==> config.mk <==
export PLATFORM = sky130hd
export DESIGN_NAME = uart_prog_loader_flat
export DESIGN_NICKNAME = d
export VERILOG_FILES = /design/src/rtl/uart_prog_loader_pkg.sv /design/src/rtl/uart_prog_loader_if.sv /design/src/rtl/uart_prog_loader_uart_rx.sv /design/src/rtl/uart_prog_loader.sv /design/src/flat_wrapper.sv
export SDC_FILE = /design/constraint.sdc
export NUM_CORES = 1
export LEC_CHECK = 0
export ABC_AREA = 1
export BUFFER_PORTS_ARGS = -buffer_cell sky130_fd_sc_hd__buf_2
export CORE_MARGIN = 10
export CORE_UTILIZATION = 48
export CTS_CLUSTER_SIZE = 28
export DETAILED_ROUTE_END_ITERATION = 7
export PLACE_DENSITY = 0.7
export SLEW_MARGIN = 40
export SYNTH_ARGS = -nofsm -noshare
export SYNTH_HDL_FRONTEND = slang
export SYNTH_SLANG_ARGS = --single-unit
==> constraint.sdc <==
create_clock -name clock -period 1.95 [get_ports clock]
set_input_delay 0 -clock clock [delete_from_list [all_inputs] [get_ports clock]]
set_output_delay 0 -clock clock [all_outputs]
set_load 0.005 [all_outputs]
==> src/rtl/uart_prog_loader_pkg.sv <==
// -----------------------------------------------------------------------------
// uart_prog_loader_pkg
// Shared constants and types for the serial program loader:
//   HDR_BYTE                 frame header byte (0x5A)
//   DEFAULT_CLKS_PER_BIT     100 MHz / 9600 baud
//   IMEM_ADDR_W              instruction-memory word-address width (PC[15:2])
//   DEFAULT_TIMEOUT_CYCLES   idle cycles allowed between bytes inside a frame
//   load_state_e / rx_state_e  frame FSM and receiver FSM encodings
// -----------------------------------------------------------------------------
package uart_prog_loader_pkg;

  localparam logic [7:0] HDR_BYTE               = 8'h5A;
  localparam int         DEFAULT_CLKS_PER_BIT   = 10417;
  localparam int         IMEM_ADDR_W            = 14;
  localparam int         DEFAULT_TIMEOUT_CYCLES = 1000000;

  typedef enum logic [3:0] {
    ST_IDLE,
    ST_WAIT_HDR,
    ST_LEN_LO,
    ST_LEN_HI,
    ST_DATA,
    ST_WRITE,
    ST_CHECK,
    ST_DONE,
    ST_ERR
  } load_state_e;

  typedef enum logic [2:0] {
    RX_IDLE,
    RX_START,
    RX_DATA,
    RX_STOP,
    RX_WAIT_HIGH
  } rx_state_e;

  // States in which a silent line eventually aborts the frame.
  function automatic logic is_timed_state(load_state_e s);
    return (s == ST_LEN_LO) || (s == ST_LEN_HI) || (s == ST_DATA) || (s == ST_CHECK);
  endfunction

  // The CPU only runs when nothing was ever started or the image is complete.
  function automatic logic holds_cpu(load_state_e s);
    return !((s == ST_IDLE) || (s == ST_DONE));
  endfunction

endpackage

==> src/rtl/uart_prog_loader_if.sv <==
// -----------------------------------------------------------------------------
// uart_prog_loader_if
// Instruction-memory write port driven by the loader.
//   imem_we     write strobe, one cycle per word
//   imem_addr   word address (ADDR_W bits)
//   imem_wdata  32-bit word
// master: the loader (drives); slave: the instruction ROM write port.
// -----------------------------------------------------------------------------
interface uart_prog_loader_if
  import uart_prog_loader_pkg::*;
#(
  parameter int ADDR_W = IMEM_ADDR_W
) ();

  logic              imem_we;
  logic [ADDR_W-1:0] imem_addr;
  logic [31:0]       imem_wdata;

  modport master (output imem_we, imem_addr, imem_wdata);
  modport slave  (input  imem_we, imem_addr, imem_wdata);

endinterface

==> src/rtl/uart_prog_loader_uart_rx.sv <==
// -----------------------------------------------------------------------------
// uart_rx
// 8N1 UART receiver with a 2-flop input synchronizer.
//   clock, reset  system clock, synchronous active-high reset
//   rx            asynchronous serial input, idles high
//   byte_data     last received byte (valid while byte_valid is high)
//   byte_valid    1-cycle pulse at mid-stop-bit when the stop bit is 1
// A start bit is confirmed at half a bit time; data bits are then sampled
// every CLKS_PER_BIT cycles, LSB first. Bytes with a bad stop bit are dropped.
// -----------------------------------------------------------------------------
module uart_rx
  import uart_prog_loader_pkg::*;
#(
  parameter int CLKS_PER_BIT = DEFAULT_CLKS_PER_BIT
) (
  input  logic       clock,
  input  logic       reset,
  input  logic       rx,
  output logic [7:0] byte_data,
  output logic       byte_valid
);

  localparam int              CNT_W     = $clog2(CLKS_PER_BIT);
  localparam logic [CNT_W-1:0] HALF_LAST = CNT_W'(CLKS_PER_BIT / 2 - 1);
  localparam logic [CNT_W-1:0] BIT_LAST  = CNT_W'(CLKS_PER_BIT - 1);

  logic [1:0]       sync_reg;
  logic             rx_s;
  rx_state_e        state_reg, state_next;
  logic [CNT_W-1:0] cnt_reg, cnt_next;
  logic [2:0]       bit_idx_reg, bit_idx_next;
  logic [7:0]       shift_reg, shift_next;
  logic             valid_reg, valid_next;

  assign rx_s       = sync_reg[1];
  assign byte_data  = shift_reg;
  assign byte_valid = valid_reg;

  always_ff @(posedge clock) begin
    if (reset) begin
      sync_reg    <= 2'b11;
      state_reg   <= RX_IDLE;
      cnt_reg     <= '0;
      bit_idx_reg <= '0;
      shift_reg   <= '0;
      valid_reg   <= 1'b0;
    end else begin
      sync_reg    <= {sync_reg[0], rx};
      state_reg   <= state_next;
      cnt_reg     <= cnt_next;
      bit_idx_reg <= bit_idx_next;
      shift_reg   <= shift_next;
      valid_reg   <= valid_next;
    end
  end

  always_comb begin
    state_next   = state_reg;
    cnt_next     = cnt_reg + 1'b1;
    bit_idx_next = bit_idx_reg;
    shift_next   = shift_reg;
    valid_next   = 1'b0;
    case (state_reg)
      RX_IDLE: begin
        cnt_next = '0;
        if (!rx_s) state_next = RX_START;
      end
      RX_START: begin
        if (cnt_reg == HALF_LAST) begin
          cnt_next     = '0;
          bit_idx_next = '0;
          // A glitch that is gone by mid-bit is not a start bit.
          state_next   = rx_s ? RX_IDLE : RX_DATA;
        end
      end
      RX_DATA: begin
        if (cnt_reg == BIT_LAST) begin
          cnt_next   = '0;
          shift_next = {rx_s, shift_reg[7:1]};
          if (bit_idx_reg == 3'd7) state_next = RX_STOP;
          else                     bit_idx_next = bit_idx_reg + 3'd1;
        end
      end
      RX_STOP: begin
        if (cnt_reg == BIT_LAST) begin
          cnt_next = '0;
          if (rx_s) begin
            valid_next = 1'b1;
            state_next = RX_IDLE;
          end else begin
            // Framing error: wait for the line to recover so the low stop
            // bit is not mistaken for the next start bit.
            state_next = RX_WAIT_HIGH;
          end
        end
      end
      RX_WAIT_HIGH: begin
        cnt_next = '0;
        if (rx_s) state_next = RX_IDLE;
      end
      default: begin
        cnt_next   = '0;
        state_next = RX_IDLE;
      end
    endcase
  end

endmodule

==> src/rtl/uart_prog_loader.sv <==
// -----------------------------------------------------------------------------
// uart_prog_loader
// Loads a new program image over UART into the instruction ROM write port and
// holds the CPU in reset while loading.
//   clock, reset   system clock, synchronous active-high reset
//   start          1-cycle pulse: (re)enter load mode, abort any frame
//   rx             UART serial input (8N1)
//   imem           instruction-memory write port (master modport)
//   cpu_hold       high while loading or after an error (drives CPU reset)
//   load_done      sticky success flag
//   load_err       sticky failure flag
//   words_loaded   words written in the current or last frame
// Frame: 0x5A, LEN_LO, LEN_HI, 4*LEN little-endian data bytes, XOR checksum.
// -----------------------------------------------------------------------------
module uart_prog_loader
  import uart_prog_loader_pkg::*;
#(
  parameter int CLKS_PER_BIT   = DEFAULT_CLKS_PER_BIT,
  parameter int ADDR_W         = IMEM_ADDR_W,
  parameter int TIMEOUT_CYCLES = DEFAULT_TIMEOUT_CYCLES
) (
  input  logic                clock,
  input  logic                reset,
  input  logic                start,
  input  logic                rx,
  uart_prog_loader_if.master  imem,
  output logic                cpu_hold,
  output logic                load_done,
  output logic                load_err,
  output logic [ADDR_W:0]     words_loaded
);

  localparam int               TO_W    = $clog2(TIMEOUT_CYCLES + 1);
  localparam logic [TO_W-1:0]  TO_LAST = TO_W'(TIMEOUT_CYCLES - 1);
  localparam logic [31:0]      MAX_LEN = 32'd1 << ADDR_W;

  logic [7:0] byte_data;
  logic       byte_valid;

  uart_rx #(
    .CLKS_PER_BIT(CLKS_PER_BIT)
  ) u_rx (
    .clock     (clock),
    .reset     (reset),
    .rx        (rx),
    .byte_data (byte_data),
    .byte_valid(byte_valid)
  );

  load_state_e       state_reg, state_next;
  logic [15:0]       len_reg, len_next;
  logic [31:0]       word_reg, word_next;
  logic [1:0]        byte_idx_reg, byte_idx_next;
  logic [7:0]        csum_reg, csum_next;
  logic [ADDR_W:0]   words_reg, words_next;
  logic [TO_W-1:0]   to_cnt_reg, to_cnt_next;
  logic              we_reg, we_next;
  logic [ADDR_W-1:0] addr_reg, addr_next;
  logic [31:0]       wdata_reg, wdata_next;
  logic              hold_reg, hold_next;
  logic              done_reg, done_next;
  logic              err_reg, err_next;

  logic [15:0]       len_new;
  logic [31:0]       word_new;
  logic [ADDR_W:0]   words_inc;
  logic              timeout_hit;

  assign len_new     = {byte_data, len_reg[7:0]};
  // First byte of a word ends up in [7:0] after four right shifts.
  assign word_new    = {byte_data, word_reg[31:8]};
  assign words_inc   = words_reg + 1'b1;
  assign timeout_hit = is_timed_state(state_reg) && (to_cnt_reg == TO_LAST);

  assign imem.imem_we    = we_reg;
  assign imem.imem_addr  = addr_reg;
  assign imem.imem_wdata = wdata_reg;
  assign cpu_hold        = hold_reg;
  assign load_done       = done_reg;
  assign load_err        = err_reg;
  assign words_loaded    = words_reg;

  always_ff @(posedge clock) begin
    if (reset) begin
      state_reg    <= ST_IDLE;
      len_reg      <= '0;
      word_reg     <= '0;
      byte_idx_reg <= '0;
      csum_reg     <= '0;
      words_reg    <= '0;
      to_cnt_reg   <= '0;
      we_reg       <= 1'b0;
      addr_reg     <= '0;
      wdata_reg    <= '0;
      hold_reg     <= 1'b0;
      done_reg     <= 1'b0;
      err_reg      <= 1'b0;
    end else begin
      state_reg    <= state_next;
      len_reg      <= len_next;
      word_reg     <= word_next;
      byte_idx_reg <= byte_idx_next;
      csum_reg     <= csum_next;
      words_reg    <= words_next;
      to_cnt_reg   <= to_cnt_next;
      we_reg       <= we_next;
      addr_reg     <= addr_next;
      wdata_reg    <= wdata_next;
      hold_reg     <= hold_next;
      done_reg     <= done_next;
      err_reg      <= err_next;
    end
  end

  always_comb begin
    state_next    = state_reg;
    len_next      = len_reg;
    word_next     = word_reg;
    byte_idx_next = byte_idx_reg;
    csum_next     = csum_reg;
    words_next    = words_reg;
    we_next       = 1'b0;
    addr_next     = addr_reg;
    wdata_next    = wdata_reg;
    done_next     = done_reg;
    err_next      = err_reg;

    if (start) begin
      // start wins over a byte arriving in the same cycle.
      state_next    = ST_WAIT_HDR;
      words_next    = '0;
      byte_idx_next = '0;
      csum_next     = '0;
      done_next     = 1'b0;
      err_next      = 1'b0;
    end else begin
      case (state_reg)
        ST_WAIT_HDR: begin
          if (byte_valid && (byte_data == HDR_BYTE)) state_next = ST_LEN_LO;
        end
        ST_LEN_LO: begin
          if (byte_valid) begin
            len_next   = {8'h00, byte_data};
            state_next = ST_LEN_HI;
          end else if (timeout_hit) begin
            state_next = ST_ERR;
            err_next   = 1'b1;
          end
        end
        ST_LEN_HI: begin
          if (byte_valid) begin
            len_next = len_new;
            if ((len_new == 16'd0) || ({16'd0, len_new} > MAX_LEN)) begin
              state_next = ST_ERR;
              err_next   = 1'b1;
            end else begin
              state_next = ST_DATA;
            end
          end else if (timeout_hit) begin
            state_next = ST_ERR;
            err_next   = 1'b1;
          end
        end
        ST_DATA: begin
          if (byte_valid) begin
            word_next     = word_new;
            csum_next     = csum_reg ^ byte_data;
            byte_idx_next = byte_idx_reg + 2'd1;
            if (byte_idx_reg == 2'd3) begin
              // Load the write port now so the strobe, address and data
              // are all registered in the single WRITE cycle.
              state_next = ST_WRITE;
              we_next    = 1'b1;
              addr_next  = words_reg[ADDR_W-1:0];
              wdata_next = word_new;
            end
          end else if (timeout_hit) begin
            state_next = ST_ERR;
            err_next   = 1'b1;
          end
        end
        ST_WRITE: begin
          words_next = words_inc;
          state_next = (32'(words_inc) == 32'(len_reg)) ? ST_CHECK : ST_DATA;
        end
        ST_CHECK: begin
          if (byte_valid) begin
            if (byte_data == csum_reg) begin
              state_next = ST_DONE;
              done_next  = 1'b1;
            end else begin
              state_next = ST_ERR;
              err_next   = 1'b1;
            end
          end else if (timeout_hit) begin
            state_next = ST_ERR;
            err_next   = 1'b1;
          end
        end
        ST_IDLE, ST_DONE, ST_ERR: begin
          state_next = state_reg;
        end
        default: begin
          state_next = ST_IDLE;
        end
      endcase
    end

    hold_next = holds_cpu(state_next);

    if (byte_valid || (state_next != state_reg)) to_cnt_next = '0;
    else if (is_timed_state(state_reg))          to_cnt_next = to_cnt_reg + 1'b1;
    else                                          to_cnt_next = '0;
  end

endmodule

==> src/flat_wrapper.sv <==
// flat-port wrapper written by rule: the top's interface ports become plain ports
module uart_prog_loader_flat import uart_prog_loader_pkg::*;
#(
  parameter int CLKS_PER_BIT   = DEFAULT_CLKS_PER_BIT,
  parameter int ADDR_W         = IMEM_ADDR_W,
  parameter int TIMEOUT_CYCLES = DEFAULT_TIMEOUT_CYCLES
)
  (clock, reset, start, rx, cpu_hold, load_done, load_err, words_loaded, imem_imem_we, imem_imem_addr, imem_imem_wdata);
  uart_prog_loader_if #(.ADDR_W(ADDR_W)) imem_i ();
  input  logic clock;
  input  logic reset;
  input  logic start;
  input  logic rx;
  output logic cpu_hold;
  output logic load_done;
  output logic load_err;
  output logic [ADDR_W:0] words_loaded;
  output wire logic [$bits(imem_i.imem_we)-1:0] imem_imem_we;
  output wire logic [$bits(imem_i.imem_addr)-1:0] imem_imem_addr;
  output wire logic [$bits(imem_i.imem_wdata)-1:0] imem_imem_wdata;
  assign imem_imem_we = imem_i.imem_we;
  assign imem_imem_addr = imem_i.imem_addr;
  assign imem_imem_wdata = imem_i.imem_wdata;
  uart_prog_loader #(.CLKS_PER_BIT(CLKS_PER_BIT), .ADDR_W(ADDR_W), .TIMEOUT_CYCLES(TIMEOUT_CYCLES)) u_core (.clock(clock), .reset(reset), .start(start), .rx(rx), .imem(imem_i), .cpu_hold(cpu_hold), .load_done(load_done), .load_err(load_err), .words_loaded(words_loaded));
endmodule
# Word level (Yosys, flattened, before mapping)
# Cells that the tools add are included.
[classes]
n_bitwise = 8
mux = 40
eq_ne = 34
n_lt_le_gt_ge = 1
reduce_logical = 33
n_addsub = 5
[ops]
columns = ["cell", "n"]
rows = [
  ["two-way mux 4 bit", 10],
  ["two-way mux 16 bit", 2],
  ["one-hot mux 16 bit (2 select lines)", 1],
  ["two-way mux 3 bit", 10],
  ["two-way mux 14 bit", 2],
  ["one-hot mux 14 bit (2 select lines)", 1],
  ["one-hot mux 4 bit (7 select lines)", 1],
  ["adder 20 x 1 -> 20 bit, second input constant", 1],
  ["equality test 20 bit, second input constant", 1],
  ["equality test 4 x 3 -> 1 bit, second input constant", 5],
  ["!= test 2 bit, second input constant", 10],
  ["AND reduction 4 bit", 5],
  ["equality test 15 x 16 -> 1 bit", 1],
  ["greater-than comparator 16 x 15 -> 1 bit, second input constant", 1],
  ["zero test 16 bit", 1],
  ["adder 15 x 1 -> 15 bit, second input constant", 1],
  ["one-hot mux 3 bit (5 select lines)", 1],
  ["adder 14 x 1 -> 14 bit, second input constant", 1],
  ["equality test 14 x 13 -> 1 bit, second input constant", 1],
  ["equality test 14 bit, second input constant", 1],
  ["OR reduction 3 bit", 3],
  ["equality test 4 x 2 -> 1 bit, second input constant", 2],
  ["equality test 8 x 7 -> 1 bit, second input constant", 1],
  ["equality test 8 bit", 1],
  ["other kinds (29)", 57],
]
[totals]
elab_cells = 141
ff_bits = 178
output_inout_bits = 65
inputBits = 4

# Depth between registers and ports, before layout
[depth]
ltp_word = 12
mapped_depth = 18
ltp_nobuf = 17

# Cells and area by module
# From an unflattened synthesis, not the netlist that was laid out.
[unflattened]
hier_cells = 1082
area_unflattened_um2 = 7825.0
[modules_own_cells]
columns = ["mod", "seq_area_each_um2", "instances", "area_per_inst_um2", "cells_per_inst"]
rows = [
  ["uart_prog_loader", 2782.7, 1, 6241.0, 855],
  ["uart_rx", 620.6, 1, 1584.0, 227],
]

# Worst setup path after synthesis
# OpenSTA, ideal clock, no wires.
[synth_path]
path_type = "register to register"
start = "register u_core.words_reg[0] (netlist: u_core.words_loaded[0])"
end = "register u_core.to_cnt_reg[15]"
n_path_buf = 1
setup_slack_ns = -0.014
synth_period_minus_slack_ns = 1.964
setup_time_ns = 0.062
stages_incl_launch_ff = 17
t_arrival_ns = 1.902
required_time_ns = 1.888
path_cell_list = "dfxtp_1 ha_1 nand3_1 nor2_2 nand3_1 nand2_1 nand3_1 nand2_1 nand2_1 nor2_1 nand3_1 nand2_1 nand2_1 nand2_1 nand3_2 buf_6 nor2_2"
[synth_via]
elab_chain_len = 8
[synth_rtl]
columns = ["item", "line_no", "source"]
rows = [
  ["start, declared", "uart_prog_loader.sv:55", "logic [ADDR_W:0] words_reg, words_next;"],
  ["start signal, assigned", "uart_prog_loader.sv:104", "words_reg <= words_next;"],
  ["adder 15 x 1 -> 15 bit", "uart_prog_loader.sv:72", "assign words_inc = words_reg + 1'b1;"],
  ["equality test 15 x 16 -> 1 bit", "uart_prog_loader.sv:184", "state_next = (32'(words_inc) == 32'(len_reg)) ? ST_CHECK : ST_DATA;"],
  ["two-way mux 2 bit", "uart_prog_loader.sv:184", ""],
  ["one-hot mux 4 bit (7 select lines)", "uart_prog_loader.sv:137", "case (state_reg)"],
  ["two-way mux 4 bit", "uart_prog_loader.sv:128", "if (start) begin"],
  ["!= test 4 bit", "uart_prog_loader.sv:211", "if (byte_valid || (state_next != state_reg)) to_cnt_next = '0;"],
  ["logical OR 1 bit", "uart_prog_loader.sv:211", ""],
  ["OR reduction 3 bit (no source line)", "n/a", ""],
  ["end signal, assigned", "uart_prog_loader.sv:105", "to_cnt_reg <= to_cnt_next;"],
  ["end, declared", "uart_prog_loader.sv:56", "logic [TO_W-1:0] to_cnt_reg, to_cnt_next;"],
]
# Every way passes these cells.
# A chain may end at the register's enable or synchronous reset.

# Final worst setup path
[layout_path]
start = "register u_core.words_reg[1] (netlist: u_core.words_loaded[1])"
end = "register u_core.to_cnt_reg[3]"
# The elaborated chain is that of the path after synthesis.

==> flow_summary.ini <==
[sta]
setup_slack_ps = -205
setup_viol = 21
finalCritPeriodShare = 1.11
period_minus_slack_ps = 2160
hold_ws_ps = 40.1
hold_viol = 0
rsz0062_at_grt = true
slew_viol_final = 0
relSlewSlack = 0.647
max_freq_mhz = 464
worst_slew_pin_slew_ps = 529
finalClockSkew_ps = 4.58

[floorplanning]
io-pin-count = 69
die_y_um = 146
die_x_um = 146
start_util = 0.487
core_um2 = 15800
rows = 46
die-area_um2 = 21400

[yosys]
avgSynthCellArea_um2 = 7.31
synth_edf_count = 0
ys_warn_count = 0
synth_seq_cells = 170
synthMostInstantiatedCell = dfxtp_1
synth_area_leader_cell = dfxtp_1
synthArstFlopShare = 0
yosys.area.top_type_share = 0.444
synth_nets = 1061
synth-main-ff-cell = dfxtp_1
netlist_top_cells_count = dfxtp_1, nand2_1, inv_1, a21oi_1, o21ai_0
ys_seq_area_frac = 0.444
ys_types = 38
synthCells = 1050
synth_area_um2 = 7670
synthTopCellsByArea = dfxtp_1, nand2_1, inv_1

[power]
peakVddDrop_mv = 0.648
powerDensity_nw_per_um2 = 719
p_leak_nw = 4.23

[cells_and_area]
nNetsFinal = 1223
n_antenna_cell = 0
largest_reg_flops = 32
area_growth_pct = 28.0
drive_gt1_frac = 0.237
final_util = 0.623

[global_route]
overflow = 0
grt_first_pass_wirelength_mm = 32.9
grt_max_degree = 69
antenna_found_initial = 0
grt_pass1_vias = 6765
grtUsageTotal = 0.183

[worst_setup_path]
critPathLaunchType = register
crit_arrival_ps = 2480
worstSetupPathType = reg -> reg
cp.required_ps = 2270
crit_fanout = 6
crit_path_end_kind = register
reg2reg_depth = 17

[placed_design]
hpwl_mm = 14.3
place.port_buffers = 68
routabilityCongestion = 0.899

[clocking]
cts_inserted_buffers = 17
tritoncts = yes
cts-root-buf = clkbuf_16
cts_sinks = 170
htreeDepth = 4
clk_latency_ps = 430
cts_buffer_depth = 2
clk_pin_slew_ps = 60

[routing]
wl_per_cell_um = 13.9
vias_per_cell = 5.05
drt_iter0_drc = 451
remaining_drc_errors = 0
ant_nets = 0
drtPass1Iterations = 5
vias = 7276
wirelength_mm = 20.0

[min_path]
holdPathStages = 2
hp-class = in -> reg

[run_status]
run_status = finished, violations left
failed_checks = setup timing

[run]
maxCapViolations = 0
-- cell families after synthesis --
| family | count (synthesis) | synth area share |
|---|---|---|
| compound gates | 242 | 0.168 |
| xor+xnor | 27 | 0.0344 |
| fa+ha+maj | 7 | 0.0114 |
| buf+inv | 194 | 0.0996 |
| flops | 170 | 0.444 |
| simple gates | 410 | 0.243 |
-- final cells by class --
type / count / area (µm²)
multi-input cells: 686 / 3650
clock inverters: 14 / 115
well taps: 216 / 270
clock buffers: 18 / 429
fillers: 1431 / 5950
inverters: 156 / 593
repair buffers: 181 / 1350
flip-flops and latches: 170 / 3410
-- critical path, cell delays in order, from the launching register on --
cell,delay [ps]
dfxtp_2,360
buf_6,120
nand2_4,50
nor2_4,160
buf_12,140
buf_6,80
nand3b_1,110
nand2_2,110
nand3_2,70
nand2_1,60
nand2_1,50
nor2_1,80
nand3_1,110
nand2_2,90
nand3_1,110
nand3_4,160
clkbuf_16,170
nor2_2,30
-- worst paths after layout --
path	startpoint	to	slack (ps)
setup reg to reg	u_core.words_loaded[1]$_SDFFE_PP0P_	u_core.to_cnt_reg[3]$_SDFF_PP0_	-210
hold reg to reg	u_core.u_rx.sync_reg[0]$_SDFF_PP1_	u_core.u_rx.sync_reg[1]$_SDFF_PP1_	400
setup / recovery	u_core.words_loaded[1]$_SDFFE_PP0P_	u_core.to_cnt_reg[3]$_SDFF_PP0_	-210
hold / removal	reset	u_core.state_reg[1]$_SDFF_PP0_	40
-- stage by stage --
stage               worst slack, ps  TNS, ps  power [mW]  instances  area (µm²)
global placement               -175    -3550        4.01       1401        8970
finish                         -205    -3990        7.06       1441        9820
detailed placement             -273    -5320        4.01       1401        8970
global route                   -403    -8350        7.32       1441        9820
floorplan                      2.08        0        3.91       1050        7680
CTS                            -180    -3360        7.11       1437        9680
-- where the power goes --
group	total [mW]	internal (mW)	switching, mW
registers	3.53	3.51	0.0250
logic	0.411	0.134	0.277
clock network	3.11	1.66	1.46
total	7.06	5.30	1.76
-- timing repair --
item | CTS | global route
endpoints found under the setup margin | 24 | 99
cloned | 1 | 2
resized for setup | 24 | 23
setup buffers | 2 | 2
hold buffers | 1 | 0
hold endpoints to repair | 1 | 0
pin swaps | 6 | 4
-- cell usage in the layout (no fill, tap or decap), types with 6 or more instances in the layout --
cell type and n:
buf_2 68, nor3_1 14, nand3_1 71, nand2_1 157
o21ai_0 98, a21oi_1 103, nor2_2 23, buf_12 7
inv_1 146, clkbuf_16 19, inv_2 8, xor2_1 20
nor2_1 83, nand2_2 9, nor2_4 16, nand4_1 18
buf_4 98, o21ai_1 10, ha_1 6, dfxtp_1 165
a211oi_1 19
-- layer usage --
metal	wire length, µm	up-vias	GRT usage
met1	9220	3346	0.226
met3	855	30	0.0377
met2	9610	150	0.308
met4	317	0	0.0686
met5	0	-	0
li1	-	3750	-
(Power assumes the default switching activity.)
